[src/rtl/pipe_ctrl_pkg.sv]
// Shared constants for the pipeline hazard / memory-wait controller.
// Optional feature macro: PIPE_CTRL_PERF_EN (stall/flush performance counters).
package pipe_ctrl_pkg;

    // Register-file address width
    localparam int unsigned REG_ADDR_W          = 5;

    // Default bound on extra request cycles before a memory access is declared dead
    localparam int unsigned MEM_TIMEOUT_DEFAULT = 15;

    // Wait-counter and performance-counter widths
    localparam int unsigned WAIT_CNT_W          = 8;
    localparam int unsigned STALL_CNT_W         = 32;
    localparam int unsigned FLUSH_CNT_W         = 16;

    // Controller state encoding
    localparam int unsigned STATE_W             = 2;
    localparam logic [STATE_W-1:0] ST_RUN       = 2'd0;
    localparam logic [STATE_W-1:0] ST_MEMWAIT   = 2'd1;
    localparam logic [STATE_W-1:0] ST_ERROR     = 2'd2;

endpackage : pipe_ctrl_pkg

[src/rtl/pipe_ctrl_hazard_cmp.sv]
// Load-use hazard detector: a load in EX whose destination feeds the
// instruction currently in ID. Register 0 never creates a dependency.
module pipe_ctrl_hazard_cmp
    import pipe_ctrl_pkg::*;
(
    input  logic                  memRead,
    input  logic [REG_ADDR_W-1:0] exRtAddr,
    input  logic [REG_ADDR_W-1:0] idRsAddr,
    input  logic [REG_ADDR_W-1:0] idRtAddr,
    output logic                  loadUse_c
);

    // Pure comparator, no state
    always_comb begin
        loadUse_c = 1'b0;
        if (memRead && (exRtAddr != '0)) begin
            loadUse_c = (exRtAddr == idRsAddr) || (exRtAddr == idRtAddr);
        end
    end

endmodule : pipe_ctrl_hazard_cmp

[src/rtl/pipeline_ctrl.sv]
// Pipeline control: data-memory wait/timeout FSM, load-use stall, branch flush.
// Priority is freeze > load-use > flush; hazards are never latched, they are
// re-evaluated from live inputs every cycle.
// Optional feature macro: PIPE_CTRL_PERF_EN adds saturating stall/flush counters.
module pipeline_ctrl
    import pipe_ctrl_pkg::*;
#(
    parameter int unsigned MEM_TIMEOUT = MEM_TIMEOUT_DEFAULT
)
(
    input  logic                   clk_i,
    input  logic                   rst_n_i,
    input  logic [REG_ADDR_W-1:0]  IF_ID_RsAddr_i,
    input  logic [REG_ADDR_W-1:0]  IF_ID_RtAddr_i,
    input  logic                   ID_EX_MemRead_i,
    input  logic [REG_ADDR_W-1:0]  ID_EX_RtAddr_i,
    input  logic                   Branch_Taken_i,
    input  logic                   EX_MEM_MemAccess_i,
    input  logic                   DMem_Ack_i,
    output logic                   DMem_Req_o,
    output logic                   PC_Write_o,
    output logic                   IF_ID_Write_o,
    output logic                   ID_EX_Write_o,
    output logic                   EX_MEM_Write_o,
    output logic                   IF_ID_Flush_o,
    output logic                   ID_EX_Bubble_o,
    output logic                   MEM_WB_Bubble_o,
    output logic                   MemErr_o,
    output logic [STALL_CNT_W-1:0] StallCnt_o,
    output logic [FLUSH_CNT_W-1:0] FlushCnt_o
);

    logic [STATE_W-1:0]    state;
    logic [STATE_W-1:0]    stateNext;
    logic [WAIT_CNT_W-1:0] cnt;
    logic [WAIT_CNT_W-1:0] cntNext;
    logic                  loadUse;
    logic                  freeze;

    // Load-use comparator
    pipe_ctrl_hazard_cmp uHazardCmp (
        .memRead   (ID_EX_MemRead_i),
        .exRtAddr  (ID_EX_RtAddr_i),
        .idRsAddr  (IF_ID_RsAddr_i),
        .idRtAddr  (IF_ID_RtAddr_i),
        .loadUse_c (loadUse)
    );

    // State and wait-counter register; reset abandons any pending access
    always_ff @(posedge clk_i) begin
        if (!rst_n_i) begin
            state <= ST_RUN;
            cnt   <= '0;
        end else begin
            state <= stateNext;
            cnt   <= cntNext;
        end
    end

    // Next state and stage-control outputs
    always_comb begin
        stateNext       = state;
        cntNext         = cnt;
        DMem_Req_o      = 1'b0;
        freeze          = 1'b0;
        PC_Write_o      = 1'b1;
        IF_ID_Write_o   = 1'b1;
        ID_EX_Write_o   = 1'b1;
        EX_MEM_Write_o  = 1'b1;
        IF_ID_Flush_o   = 1'b0;
        ID_EX_Bubble_o  = 1'b0;
        MEM_WB_Bubble_o = 1'b0;
        MemErr_o        = 1'b0;

        // A dead memory stops all requests; otherwise MEM drives the strobe
        DMem_Req_o = (state != ST_ERROR) && EX_MEM_MemAccess_i;
        freeze     = (DMem_Req_o && !DMem_Ack_i) || (state == ST_ERROR);
        MemErr_o   = (state == ST_ERROR);

        case (state)
            ST_RUN: begin
                // Ack in the request cycle costs nothing
                if (freeze) begin
                    stateNext = ST_MEMWAIT;
                    cntNext   = WAIT_CNT_W'(1);
                end
            end
            ST_MEMWAIT: begin
                if (DMem_Ack_i) begin
                    stateNext = ST_RUN;
                    cntNext   = '0;
                end else if (cnt == WAIT_CNT_W'(MEM_TIMEOUT)) begin
                    stateNext = ST_ERROR;
                end else begin
                    cntNext = WAIT_CNT_W'(cnt + WAIT_CNT_W'(1));
                end
            end
            ST_ERROR: begin
                // Only reset leaves this state
                stateNext = ST_ERROR;
            end
            default: begin
                stateNext = ST_RUN;
                cntNext   = '0;
            end
        endcase

        if (freeze) begin
            // Whole pipeline holds; WB sees a NOP
            PC_Write_o      = 1'b0;
            IF_ID_Write_o   = 1'b0;
            ID_EX_Write_o   = 1'b0;
            EX_MEM_Write_o  = 1'b0;
            MEM_WB_Bubble_o = 1'b1;
        end else if (loadUse) begin
            // Hold fetch/decode, push a bubble into EX
            PC_Write_o     = 1'b0;
            IF_ID_Write_o  = 1'b0;
            ID_EX_Bubble_o = 1'b1;
        end else if (Branch_Taken_i) begin
            IF_ID_Flush_o = 1'b1;
        end

        // Reset forces a quiet pipeline regardless of state
        if (!rst_n_i) begin
            DMem_Req_o      = 1'b0;
            PC_Write_o      = 1'b0;
            IF_ID_Write_o   = 1'b0;
            ID_EX_Write_o   = 1'b0;
            EX_MEM_Write_o  = 1'b0;
            IF_ID_Flush_o   = 1'b0;
            ID_EX_Bubble_o  = 1'b1;
            MEM_WB_Bubble_o = 1'b1;
            MemErr_o        = 1'b0;
        end
    end

`ifdef PIPE_CTRL_PERF_EN
    logic [STALL_CNT_W-1:0] stallCnt;
    logic [FLUSH_CNT_W-1:0] flushCnt;
    logic                   stallEv;
    logic                   flushEv;

    assign stallEv = freeze || loadUse;
    assign flushEv = IF_ID_Flush_o;

    // Saturating stall/flush counters
    always_ff @(posedge clk_i) begin
        if (!rst_n_i) begin
            stallCnt <= '0;
            flushCnt <= '0;
        end else begin
            if (stallEv && (stallCnt != '1)) begin
                stallCnt <= stallCnt + STALL_CNT_W'(1);
            end
            if (flushEv && (flushCnt != '1)) begin
                flushCnt <= flushCnt + FLUSH_CNT_W'(1);
            end
        end
    end

    assign StallCnt_o = stallCnt;
    assign FlushCnt_o = flushCnt;
`else
    assign StallCnt_o = '0;
    assign FlushCnt_o = '0;
`endif

endmodule : pipeline_ctrl

[config.mk]
export PLATFORM = sky130hd
export DESIGN_NAME = pipeline_ctrl
export DESIGN_NICKNAME = d
export VERILOG_FILES = /design/src/rtl/pipe_ctrl_pkg.sv /design/src/rtl/pipe_ctrl_hazard_cmp.sv /design/src/rtl/pipeline_ctrl.sv
export SDC_FILE = /design/constraint.sdc
export NUM_CORES = 1
export LEC_CHECK = 0
export CORE_MARGIN = 1
export CORE_UTILIZATION = 37
export CTS_CLUSTER_SIZE = 25
export DETAILED_ROUTE_END_ITERATION = 7
export PLACE_DENSITY_LB_ADDON = 0.2
export SETUP_SLACK_MARGIN = 0.3
export SLEW_MARGIN = 20
export SYNTH_ARGS = -nofsm -noshare
export SYNTH_HDL_FRONTEND = slang
export SYNTH_HIERARCHICAL = 1
export SYNTH_SLANG_ARGS = --single-unit
[constraint.sdc]
create_clock -name clk_i -period 3.5 [get_ports clk_i]
set_input_delay 0.525 -clock clk_i [delete_from_list [all_inputs] [get_ports clk_i]]
set_output_delay 0.525 -clock clk_i [all_outputs]
set_load 0.005 [all_outputs]
### Word-level counts from Yosys, hierarchy flattened

Index checks and enable logic that the tools add are counted.

* add/subtract/negate cells: 1
* eq/ne operators: 9
* multiplexer cells: 25
* bitwise logic cells: 1
* reductions and logical operators: 10

Operators with widths (number)
* $mux W8: 3
* $pmux W8 S3: 1
* $mux W1: 17
* $eq A5 B5 Y1: 2
* $add A8 B1 Y8 const B: 1
* $eq A8 B4 Y1 const B: 1
* $mux W2: 3
* $ne A3 B3 Y1 const B: 2
* $pmux W2 S3: 1
* $reduce_bool A5 Y1: 1
* $ne A2 B2 Y1 const B: 2
* $logic_and A1 B1 Y1: 3
* $reduce_and A3 Y1: 1
* $eq A2 B1 Y1 const B: 1
* $eq A2 B2 Y1 const B: 1
* $logic_not A2 Y1: 1
* $logic_or A1 B1 Y1: 2
* $reduce_and A2 Y1: 1
* $logic_not A1 Y1: 1
* $not A1 Y1: 1

* register bits: 10
* bits of input ports: 21
* logic and storage cells: 48

### Depth between registers and ports, before layout

* depth in word-level cells: 6
* depth in mapped cells: 6
* mapped depth without buffers: 6

### Cells and area by module

The synthesis kept the hierarchy.

Modules (own cells, without submodules)
* pipeline_ctrl: instances 1, cells each 122, area each 960.9 µm²
* pipe_ctrl_hazard_cmp: instances 1, cells each 17, area each 125.1 µm²

### Least setup slack after synthesis

No wires, ideal clock.

* path kind: input-to-output
* start point: in ID_EX_RtAddr_i[1]
* end point: out IF_ID_Flush_o
* arrival: 1.543 ns
* required time: 2.975 ns
* slack: 1.432 ns
* stages on the path: 5
* cell sequence: or4_1 > o21ai_1 > a21oi_1 > nor2_1 > and2_1

* cells in the longest elaborated chain, start to end: 6
* elaborated cells on any way between the ends: 9
* those cells by class: eq/ne: 2; mux: 4; reduce/logical: 3

RTL lines
* start: declaration: line pipeline_ctrl.sv:16 `input logic [REG_ADDR_W-1:0] ID_EX_RtAddr_i,`
* $eq A5 B5 Y1 / $reduce_bool A5 Y1 (equally long branches): line pipe_ctrl_hazard_cmp.sv:17, pipe_ctrl_hazard_cmp.sv:16
* $logic_or A1 B1 Y1 / $logic_and A1 B1 Y1 (equally long branches): line pipe_ctrl_hazard_cmp.sv:17, pipe_ctrl_hazard_cmp.sv:16
* $mux W1 *: line pipe_ctrl_hazard_cmp.sv:16 `if (memRead && (exRtAddr != '0)) begin`
* via loadUse: line pipeline_ctrl.sv:37 `logic loadUse;`
* $mux W1 *: line pipeline_ctrl.sv:115 `end else if (loadUse) begin`
* $mux W1 *: line pipeline_ctrl.sv:108 `if (freeze) begin`
* $mux W1 *: line pipeline_ctrl.sv:125 `if (!rst_n_i) begin`
* end: declaration: line pipeline_ctrl.sv:25 `output logic IF_ID_Flush_o,`

Mark *: on every way through the listed nets, which the timed path passes. The rest lies on a longest branch.

### Final worst setup path

Ends and elaborated chain as after synthesis.

==> metrics <==
TritonRoute pass-1 iters 4; first-pass GRT wire length 3174 um; share of layout cells above drive strength 1 roughly 4.8%; DR vias/cell roughly 4.5; cell with the most instances after synthesis buf_4; diodes inserted 0; Max Slew Vio Count 0; final setup vio count 0; TNS Setup 0 ns; Most used DFF post-synth dfxtp_1; Vias ~900; number of enable flip-flop cells after synthesis 0; cell taking the most area after synthesis buf_4; mapped cell area around 0.0011 mm^2; GRT Overall Usage 12.65%; sequential-to-total area share from yosys stat 18.43%; CP Launch Type primary input; Clock Latency Late Sink about 0.27 ns; Placeable Area between 0.002 and 0.003 mm^2; nets@finish 190; DRT Wirelength ~2100 um; PwrDens 246.0 mW/mm^2; LEAKAGE ~0.53 nW; IO Count between 70 and 80; most frequent CP cell clkdlybuf4s50_1; average routed wire per standard cell around 11 um; Reg2Reg Depth 4; post-detailed-placement half-perimeter wirelength 1689 um; Initial Util roughly two fifths; Layout area overhead 14.75%; Fin. Hold Viols 0; Pwr Total a little over 0.3 mW; Syn Inst Count roughly 140; #FFs+latches synth 10; Antenna Nets Post-Route 0; CP arrival ~2.5 ns; Final Cycle Share between 80 and 90%; max_cap viols 0; area of the multi-input gates approximately 670 um^2; Design Area, Final around 0.0012 mm^2; initial antenna violation count 0; max frequency between 300 and 400 MHz; Max IR drop VDD approximately 0.17 mV; CP Capture Type output port; CP cell instances clkdlybuf4s50_1 > or4_1 > o21ai_1 > a21oi_1 > nor2_2 > and2_1 > clkdlybuf4s50_1; CTS max path bufs 2; family with the most delay on the worst path buffers and inverters; post-layout min period 3.065 ns; status finished clean; Worst Setup Path Type in2out; Min-Delay Path Class reg2reg; Buf+Inv Stages, Crit Path 2; Clk pin slew, worst setup/hold paths approximately 0.06 ns; Crit path required time 2.97 ns; DIE AREA 0.003156 mm^2; # clock sinks 10; crit path max-delay cell type or4_1; FILL cells 296; gpl congestion between 0.8 and 0.9; average cell area after synthesis slightly below 8 um^2; Die Ht around 56 um; DRC 0; placed cell areas roughly 0.0012 mm^2; TritonCTS clock tree yes; Die Wd approximately 56 um; Port Buffers 29; Unique masters post-synth 36; WP depth 7; ys async rst share 0%; vias in the first global route between 700 and 800; largest net degree at the start of global routing 16; Yosys Warn Count 6; FP Rows 19; total gr overflow 0; CTS H-tree depth 1; Seq. cell area roughly 200 um^2; share of the synthesized area in the top cell type about a third; Setup Fix Bufs, Post-CTS 0; Max FO, Critical Path 3; DRT iter0 DRCs 24; Area contributors post-synth buf_4 35%, dfxtp_1 18%, xor2_1 5.6%; Commonest cells post-synth 50 x buf_4, 10 x dfxtp_1, 8 x nand3_1, 7 x xor2_1; Hold Path Depth 2; RSZ-0062 raised after global routing false; hold buffer count at CTS 0; CTS buffer count 3; CP max stage delay between 0.5 and 0.6 ns; Final Skew 0.008009 ns; root cell of the clock tree clkbuf_4
-- sequential cells by signal (all words and copies together) (netlist names) --
register,flops
cnt,8
state,2
-- through the flow --
| step | hold WS (ns) | cells | utilization, % | setup slack, ns |
|---|---|---|---|---|
| after detailed placement | 0.4774 | 194 | 43.78 | 0.3970 |
| final | 0.4830 | 198 | 45.19 | 0.4350 |
| after global routing | 0.5071 | 198 | 45.19 | 0.3261 |
| after CTS | 0.4862 | 198 | 45.10 | 0.3891 |
| after global placement | 0.4677 | 194 | 43.78 | 0.4601 |
| after floorplan | 0.4503 | 186 | - | 1.432 |
-- cells in the final DEF, fill, tap and decap left out, types with 3 or more instances in the layout --
cell,synthesis,layout
nand2_1,6,6
o31ai_1,4,4
dfxtp_1,10,10
nor2_1,5,4
clkbuf_4,0,3
conb_1,1,48
inv_1,4,4
a21oi_1,6,6
xnor2_1,4,4
nand3_1,8,8
xor2_1,7,7
clkdlybuf4s50_1,0,29
-- worst register-to-register path, stage by stage (launching register included) --
cell and delay (ns):
dfxtp_1 0.45, or4b_1 0.58, and3_1 0.24, o311ai_0 0.12, o31ai_1 0.12
-- worst paths after layout --
| check | start | endpoint | slack, ns |
|---|---|---|---|
| max | ID_EX_RtAddr_i[1] | IF_ID_Flush_o | 0.44 |
| min | cnt[7] | cnt[7] | 0.48 |
| max reg2reg | state[0] | cnt[2] | 1.87 |
| min reg2reg | cnt[7] | cnt[7] | 0.48 |
-- cell type report --
cell class                      count  share of cell area (%)
Tap cell                           31                   3.112
Inverter                            4                   1.205
Sequential cell                    10                   16.06
Multi-Input combinational cell    120                   53.41
Timing Repair Buffer               29                   23.29
Clock buffer                        4                   2.912
-- cells by family after synthesis --
family,count (synthesis),share of synthesized area (%)
DFF,10,18.43
and+or+nand+nor,37,20.16
adders and majority gates,1,1.152
buffers and inverters,56,36.75
xor gates and xnor gates,11,8.871
other,1,0.3453
AOI/OAI and AO/OA,23,14.29
-- report_power, final --
group	internal (mW)	leakage, nW	total, mW	switching [mW]
clock	0.0632	0.0210	0.105	0.0418
sequential	0.115	0.0809	0.119	0.00319
combinational	0.0433	0.426	0.0830	0.0396
total	0.222	0.528	0.307	0.0846
-- metal layers --
layer	global-route usage, %	routed length, um
met1	14.67	859
met2	21.77	997
met3	4.884	223
met4	3.136	0
met5	0	0
-- what timing repair did --
item                                    CTS  global route
endpoints found under the setup margin    0             1
endpoints found under the hold margin     0             0
resized for setup                         0             1
Note: power is estimated with default switching activity, not from simulation.
